$ cat src/rtl/alu_ctrl_pkg.sv
// Shared op-code encodings and controller state type for the ALU request arbiter.
package alu_ctrl_pkg;

    localparam int OP_W = 11;

    localparam logic [OP_W-1:0] OP_ADD  = 11'b000_0000_0001;
    localparam logic [OP_W-1:0] OP_SUB  = 11'b000_0000_0010;
    localparam logic [OP_W-1:0] OP_MULT = 11'b000_0000_0100;
    localparam logic [OP_W-1:0] OP_DIV  = 11'b000_0000_1000;

    typedef enum logic [1:0] {
        IDLE  = 2'd0,
        ISSUE = 2'd1,
        RESP  = 2'd2
    } state_e;

endpackage

$ cat src/rtl/eight_bit_alu.sv
// Purely combinational 8-bit ALU; any op other than the four one-hot codes,
// or a divide by zero, flags an error and forces a zero result.
module eight_bit_alu
    import alu_ctrl_pkg::*;
(
    input  logic [7:0]      a,
    input  logic [7:0]      b,
    input  logic [OP_W-1:0] op,
    output logic [7:0]      out,
    output logic [2:0]      rem,
    output logic            err
);

    logic [7:0] b_safe;

    // Keeps the divider away from x-producing /0 in simulation; the result is masked anyway.
    assign b_safe = (b == 8'd0) ? 8'd1 : b;

    always_comb begin
        out = 8'd0;
        rem = 3'd0;
        err = 1'b0;
        case (op)
            OP_ADD:  out = a + b;
            OP_SUB:  out = (a >= b) ? (a - b) : (b - a);
            OP_MULT: out = a * b;
            OP_DIV: begin
                if (b == 8'd0) begin
                    err = 1'b1;
                end else begin
                    out = a / b_safe;
                    rem = 3'(a % b_safe);
                end
            end
            default: err = 1'b1;
        endcase
    end

endmodule

$ cat src/rtl/alu_req_arbiter.sv
// Two-requester round-robin front end for a shared 8-bit ALU with a held response.
//
// state | meaning
// IDLE  | waiting for a command; the only state that asserts a ready
// ISSUE | latched operands driven into the ALU while it settles
// RESP  | result held on rsp_* until the consumer takes it
module alu_req_arbiter
    import alu_ctrl_pkg::*;
#(
    parameter int SETTLE_CYCLES = 1
) (
    input  logic            clk,
    input  logic            rst_n,
    input  logic            req0_valid,
    output logic            req0_ready,
    input  logic [7:0]      req0_a,
    input  logic [7:0]      req0_b,
    input  logic [OP_W-1:0] req0_op,
    input  logic            req1_valid,
    output logic            req1_ready,
    input  logic [7:0]      req1_a,
    input  logic [7:0]      req1_b,
    input  logic [OP_W-1:0] req1_op,
    output logic            rsp_valid,
    input  logic            rsp_ready,
    output logic            rsp_id,
    output logic [7:0]      rsp_out,
    output logic [2:0]      rsp_rem,
    output logic            rsp_err
);

    state_e          state_q, state_d;
    logic            prio_q, prio_d;
    logic [2:0]      cnt_q, cnt_d;
    logic [7:0]      a_q, b_q;
    logic [OP_W-1:0] op_q;
    logic            id_q;
    logic            rsp_valid_q;
    logic            rsp_id_q;
    logic [7:0]      rsp_out_q;
    logic [2:0]      rsp_rem_q;
    logic            rsp_err_q;

    logic            grant0, grant1;
    logic            accept;
    logic            capture;
    logic            taken;
    logic [7:0]      alu_out;
    logic [2:0]      alu_rem;
    logic            alu_err;

    // prio_q = 0 means requester 0 wins a tie.
    assign grant0 = req0_valid & (~req1_valid | ~prio_q);
    assign grant1 = req1_valid & (~req0_valid |  prio_q);

    assign req0_ready = (state_q == IDLE) & grant0;
    assign req1_ready = (state_q == IDLE) & grant1;
    assign accept     = req0_ready | req1_ready;

    assign capture = (state_q == ISSUE) && (cnt_q == 3'd0);
    assign taken   = (state_q == RESP) && rsp_ready;

    always_comb begin
        state_d = state_q;
        prio_d  = prio_q;
        cnt_d   = cnt_q;
        case (state_q)
            IDLE: begin
                if (accept) begin
                    state_d = ISSUE;
                    prio_d  = ~req1_ready;
                    cnt_d   = 3'(SETTLE_CYCLES);
                end
            end
            // First ISSUE cycle launches the operands; SETTLE_CYCLES more follow before capture.
            ISSUE: begin
                if (cnt_q == 3'd0) begin
                    state_d = RESP;
                end else begin
                    cnt_d = cnt_q - 3'd1;
                end
            end
            RESP: begin
                if (rsp_ready) begin
                    state_d = IDLE;
                end
            end
            default: state_d = IDLE;
        endcase
    end

    always_ff @(posedge clk or negedge rst_n) begin
        if (!rst_n) begin
            state_q <= IDLE;
            prio_q  <= 1'b0;
            cnt_q   <= 3'd0;
        end else begin
            state_q <= state_d;
            prio_q  <= prio_d;
            cnt_q   <= cnt_d;
        end
    end

    always_ff @(posedge clk or negedge rst_n) begin
        if (!rst_n) begin
            a_q  <= 8'd0;
            b_q  <= 8'd0;
            op_q <= '0;
            id_q <= 1'b0;
        end else if (accept) begin
            a_q  <= req1_ready ? req1_a  : req0_a;
            b_q  <= req1_ready ? req1_b  : req0_b;
            op_q <= req1_ready ? req1_op : req0_op;
            id_q <= req1_ready;
        end
    end

    eight_bit_alu u_alu (
        .a   (a_q),
        .b   (b_q),
        .op  (op_q),
        .out (alu_out),
        .rem (alu_rem),
        .err (alu_err)
    );

    always_ff @(posedge clk or negedge rst_n) begin
        if (!rst_n) begin
            rsp_valid_q <= 1'b0;
            rsp_id_q    <= 1'b0;
            rsp_out_q   <= 8'd0;
            rsp_rem_q   <= 3'd0;
            rsp_err_q   <= 1'b0;
        end else if (capture) begin
            rsp_valid_q <= 1'b1;
            rsp_id_q    <= id_q;
            rsp_out_q   <= alu_out;
            rsp_rem_q   <= alu_rem;
            rsp_err_q   <= alu_err;
        end else if (taken) begin
            rsp_valid_q <= 1'b0;
        end
    end

    assign rsp_valid = rsp_valid_q;
    assign rsp_id    = rsp_id_q;
    assign rsp_out   = rsp_out_q;
    assign rsp_rem   = rsp_rem_q;
    assign rsp_err   = rsp_err_q;

endmodule
$ cat config.mk
export PLATFORM = sky130hd
export DESIGN_NAME = alu_req_arbiter
export DESIGN_NICKNAME = d
export VERILOG_FILES = /design/src/rtl/alu_ctrl_pkg.sv /design/src/rtl/eight_bit_alu.sv /design/src/rtl/alu_req_arbiter.sv
export SDC_FILE = /design/constraint.sdc
export NUM_CORES = 1
export LEC_CHECK = 0
export CORE_UTILIZATION = 25
export CTS_BUF_LIST = sky130_fd_sc_hd__clkbuf_4
export DETAILED_ROUTE_END_ITERATION = 10
export SYNTH_ARGS = -nofsm -noshare
export SYNTH_HDL_FRONTEND = slang
export SYNTH_SLANG_ARGS = --single-unit
$ cat constraint.sdc
create_clock -name clk -period 13.4 [get_ports clk]
set_clock_uncertainty 0.1 [all_clocks]
set_input_delay 2.68 -clock clk [delete_from_list [all_inputs] [get_ports clk]]
set_output_delay 2.68 -clock clk [all_outputs]
set_load 0.02 [all_outputs]
-- Word level (Yosys, flattened, before mapping)
Cells that the tools add are included.
- order comparisons: 1
- divide/modulo/power cells: 2
- $mul: 1
- reduce and logical (&&, ||, !) cells: 11
- equality and inequality tests: 10
- $add $sub $neg: 4
- mux-type cells: 20
- bitwise gates (word level): 11
- operators by type and width (kind ; count):
    8-bit 2-to-1 mux ; 5
    8-bit one-hot mux with 4 select lines ; 1
    8-bit subtractor ; 2
    3-bit 2-to-1 mux ; 4
    11-bit by 1-bit == test with 1-bit output (second input constant) ; 1
    11-bit by 2-bit == test with 1-bit output (second input constant) ; 1
    11-bit by 3-bit == test with 1-bit output (second input constant) ; 1
    11-bit by 4-bit == test with 1-bit output (second input constant) ; 1
    11-bit 2-to-1 mux ; 1
    8-bit adder ; 1
    8-bit by 8-bit divider with 8-bit output ; 1
    8-bit greater-or-equal comparator ; 1
    8-bit logical NOT ; 1
    8-bit by 8-bit modulo with 8-bit output ; 1
    8-bit by 8-bit multiplier with 8-bit output ; 1
    2-bit 2-to-1 mux ; 3
    2-bit != test (second input constant) ; 3
    2-bit one-hot mux with 3 select lines ; 1
    3-bit one-hot mux with 2 select lines ; 1
    3-bit AND reduction ; 2
    1-bit bitwise AND ; 4
    1-bit NOT ; 4
    2-bit nonzero test ; 2
    3-bit logical NOT ; 1
    other kinds (11) ; 16
- output and inout bits: 16
- bits of input ports: 59
- logic and storage cells: 72
- flip-flop bits (word level): 48

-- Longest topological paths before layout
- depth after elaboration: 7
- mapped depth: 54
- depth with buffers taken out: 53

-- Hierarchy
From an unflattened synthesis, not the netlist that was laid out.
- cells, all modules: 724
- area, all modules: 6154.7 um^2
- by module, submodules not included (module ; instances ; sequential area each (um^2) ; area an instance (um^2) ; cells each):
    eight_bit_alu ; 1 ; 0.0 ; 3747.3 ; 494
    alu_req_arbiter ; 1 ; 1201.2 ; 2407.3 ; 230

-- Worst setup path after synthesis
OpenSTA, ideal clock, no wires.
- path kind: flip-flop to flip-flop
- from: register b_q[7]
- to: register rsp_rem_q[1], in the netlist rsp_rem[1]
- cell stages (with the launch flop): 51
- buffers on the path: 1
- arrival time: 10714 ps
- required time: 13223 ps
- path slack: 2509 ps
- library setup time: 77 ps
- clock period less this slack: 10891 ps
- path through: dfrtp_1 -> buf_2 -> or4_1 -> nor2_1 -> nand2_1 -> and2_1 -> ha_1 -> or4b_2 -> o211ai_1 -> a21oi_1 -> ha_1 -> a21oi_1 -> o41ai_1 -> o2bb2ai_1 -> inv_1 -> ha_1 -> nand3b_1 -> a31oi_1 -> [... 15 more ...] -> o31ai_2 -> mux2_2 -> ha_1 -> a21o_1 -> a21o_1 -> a21oi_1 -> o21ai_1 -> a21oi_1 -> nor2_1 -> mux2_2 -> fa_1 -> a21boi_0 -> o21ai_0 -> nand2b_1 -> a211oi_1 -> o21ai_1 -> mux2_2 -> o21ai_1
- word-level cells in the longest chain between the ends: 5
- ends and longest elaborated chain (item ; line ; RTL):
    start, declared ; alu_req_arbiter.sv:35 ; logic [7:0] a_q, b_q;
    start signal, assigned ; alu_req_arbiter.sv:112 ; b_q <= req1_ready ? req1_b : req0_b;
    8-bit logical NOT ; eight_bit_alu.sv:17, eight_bit_alu.sv:28 ;
    8-bit 2-to-1 mux ; eight_bit_alu.sv:17 ; assign b_safe = (b == 8'd0) ? 8'd1 : b;
    8-bit by 8-bit modulo with 8-bit output ; eight_bit_alu.sv:32 ; rem = 3'(a % b_safe);
    3-bit 2-to-1 mux (*) ; eight_bit_alu.sv:28 ; if (b == 8'd0) begin
    3-bit 2-to-1 mux (*) ; eight_bit_alu.sv:23 ; case (op)
    end signal, assigned ; alu_req_arbiter.sv:138 ; rsp_rem_q <= alu_rem;
    end, declared ; alu_req_arbiter.sv:41 ; logic [2:0] rsp_rem_q;
Mark *: on every way between the ends. The rest lies on a longest branch, timed or not.
A chain may end at the register's enable or synchronous reset.

-- Worst setup path in the final report
- from: register b_q[4]
- to: register rsp_rem_q[1], in the netlist rsp_rem[1]
The elaborated chain is that of the path after synthesis.

==> flow_summary.toml <==
[clock_network]
cts_setup_buffers = 0
clock_latency_ns = 0.40
postCtsHoldBufs = 0
cts_buffers = 5
clk_path_buf_depth = 2
post_cts_resized = 0
cts_tree = "built"
root_buffer = "clkbuf_4"
clock_sinks = 48
clkTransAtPathRegs_ns = 0.17
htreeDepth = 2

[timing]
max_slew_margin = 0.2860
tightest_slew_ns = 1.066
setup_tns_ns = 0
finalHoldViolCount = 0
hold-worst-slack_ns = 0.3752
finalMaxSlewViolations = 0
rsz0062_at_grt = "no"
max_freq_ghz = 0.08171
setup_viol_count_final = 0
min_period_ns = 12.24
period_share = 0.9133

[setup_path]
cp_common_cell = "ha_1"
end_kind = "register"
criticalPathCategory = "register to register"
path_max_fanout = 8
max_stage_delay_ns = 0.64
critPathRequiredTime_ns = 13.65
arrival_ns = 12.49
worst_path_max_delay_cell = "or4b_2"
r2r_setup_slack_ns = 1.16
cp-start-kind = "register"
reg2reg_depth = 49

[routing]
drc_errors = 0
drtPass1Iterations = 7
vias = 5358
drt-total-wl_um = 17380
ant_nets = 0
via_per_inst = 5.055
drt_iter0_drc = 454
routedWlPerCell_um = 16.40

[place]
dpl.cell_count = 1051
dpl.hpwl_um = 13550
portBuffers = 74
place_congestion = 0.8814

[synth]
synth-seq-area-share = 0.2114
synth_nets = 868
synthMuxAreaShare = 0.04712
synth_compound_area_frac = 0.2133
ys.flop_type = "dfrtp_1"
synth_xor_area_frac = 0.06319
synthCells = 722
yosys.area_share.adder = 0.2127
synth_simple_gate_area_frac = 0.1876
ys_ff_latch = 48
synthArstFlopShare = 1.000
synth.distinct_cells = 67
synth_top_family_by_area = "compound AO/OA/AOI/OAI gates"
synth_warnings = 0
avgSynthCellArea_sq_um = 7.871
synth_area_sq_um = 5683
synth-edff-count = 0

[grt]
gr-usage-met2 = 0.2416
met3_usage = 0.02162
first_global_vias = 5191
grt_max_degree = 58
use_met1 = 0.2090
grt_most_used_layer = "met2"
grt_antenna_before_repair = 0
globalRouteTotalUtil = 0.1504
grt_pass1_wl_um = 28020
grt_overflow_total = 0

[floorplan]
die_h_um = 152.8
ios = 75
row_count = 54
coreArea_sq_um = 22030
start_util = 0.2580
dieWidth_um = 152.8
dieArea_sq_um = 23340

[finish]
drive_above_1_share = 0.06290
synthToLayoutAreaGrowth_pct = 19.90
fillerInstances = 2373
fin_nets = 924
fin_cells = 1060

[outcome]
status = "completed"

[hold_path]
holdPathStages = 1
hold_class = "register to register"

[flow_run]
drv_cap = 0
[sequential cells by signal, indices dropped and copies added, names as in the netlist]
| signal | flops |
|---|---|
| op_q | 11 |
| a_q | 8 |
| b_q | 8 |
| rsp_out | 8 |
| cnt_q | 3 |
| rsp_rem | 3 |
| state_q | 2 |
| id_q | 1 |
| prio_q | 1 |
| rsp_err | 1 |
| rsp_id | 1 |
| rsp_valid | 1 |
[final timing paths]
kind | startpoint | to
max | b_q[4] | rsp_rem[1]
min | cnt_q[0] | cnt_q[0]
max in group asynchronous | rst_n | rsp_out[6]
min in group asynchronous | rst_n | rsp_rem[1]
min reg2reg | cnt_q[0] | cnt_q[0]
max reg2reg | b_q[4] | rsp_rem[1]
[routing by layer]
layer	wire length [um]	up-vias
li1	-	2618
met1	8186	2538
met2	7853	171
met3	956	31
met4	383	0
met5	0	-
[cell usage after synthesis (all sizes together), types with 3 or more instances]
cell | number | area (sq um)
a21boi | 4 | 30.03
a21o | 13 | 97.59
a21oi | 39 | 195.2
a221o | 4 | 40.04
a222oi | 3 | 30.03
a31oi | 34 | 225.2
a32oi | 3 | 26.28
and2 | 4 | 25.02
buf | 11 | 45.04
clkbuf | 20 | 75.07
dfrtp | 48 | 1201
fa | 16 | 320.3
ha | 71 | 888.4
inv | 65 | 244.0
mux2 | 19 | 217.7
mux2i | 5 | 50.05
nand2 | 107 | 401.6
nand2b | 9 | 56.30
nand3 | 5 | 25.02
nand4 | 3 | 18.77
nor2 | 82 | 307.8
nor2b | 3 | 18.77
nor3 | 14 | 70.07
nor4 | 3 | 33.78
o211a | 3 | 30.03
o211ai | 3 | 22.52
o21a | 8 | 60.06
o21ai | 33 | 168.9
o21bai | 4 | 30.03
o221ai | 3 | 26.28
o31ai | 5 | 42.54
or2 | 3 | 18.77
xnor2 | 33 | 289.0
xor2 | 8 | 70.07
[kinds of logic (layout without fill, tap and decap cells)]
group           count (synthesis)  after routing
simple gates                  244            244
compound gates                181            181
buf+inv                        97            154
fa+ha+maj                      87             87
flops                          48             48
xor+xnor                       41             41
mux                            24             24
other cells                     0              1
[layout make-up]
class,instances,area [sq um],share of cell area
Sequential cell,48,1201,0.1763
Clock inverter,3,68.82,0.01010
Clock buffer,5,37.54,0.005509
Timing Repair Buffer,80,780.7,0.1146
Multi-Input combinational cell,577,4125,0.6054
Inverter,66,247.7,0.03636
Tap cell,280,350.3,0.05141
Antenna cell,1,2.502,0.0003672
[cell usage in the layout, fill, tap and decap left out, types with 4 or more instances in the layout]
cell type        netlist  routed
a21boi_0               4       4
a21o_1                13      13
a21oi_1               39      39
a221o_1                4       4
a31oi_1               32      32
and2_1                 4       4
buf_4                  0       6
clkbuf_4               0       5
clkdlybuf4s50_1        0      73
dfrtp_1               48      48
fa_1                  16      16
ha_1                  71      71
inv_1                 62      62
mux2_2                18      18
mux2i_1                5       5
nand2_1              107     107
nand2b_1               9       9
nand3_1                5       4
nor2_1                82      82
nor3_1                14      14
o21a_1                 8       8
o21ai_0               27      27
o21ai_1                5       5
o21bai_1               4       4
o31ai_1                4       4
xnor2_1               33      33
xor2_1                 8       8
[through the flow]
| step | instance area [sq um] | utilization | setup WS (ns) |
|---|---|---|---|
| after floorplan | 5683 | - | 2.509 |
| after global placement | 6705 | 0.3044 | 1.549 |
| after detailed placement | 6705 | 0.3044 | 1.282 |
| after CTS | 6812 | 0.3092 | 1.238 |
| after global routing | 6812 | 0.3092 | 0.2150 |
| final | 6814 | 0.3094 | 1.162 |
[worst max-delay path, delay by kind of cell, from the launching register on]
kind / cells / cell delay [ns]
simple gates: 10 / 2.68
xor+xnor: 1 / 0.15
mux: 4 / 1.57
flops: 1 / 0.53
buf+inv: 2 / 0.15
compound gates: 25 / 4.55
fa+ha+maj: 7 / 2.49
Power is left out: the tool's default activity adds up to more than one toggle a clock period on the data nets, which glitch-free logic cannot reach.
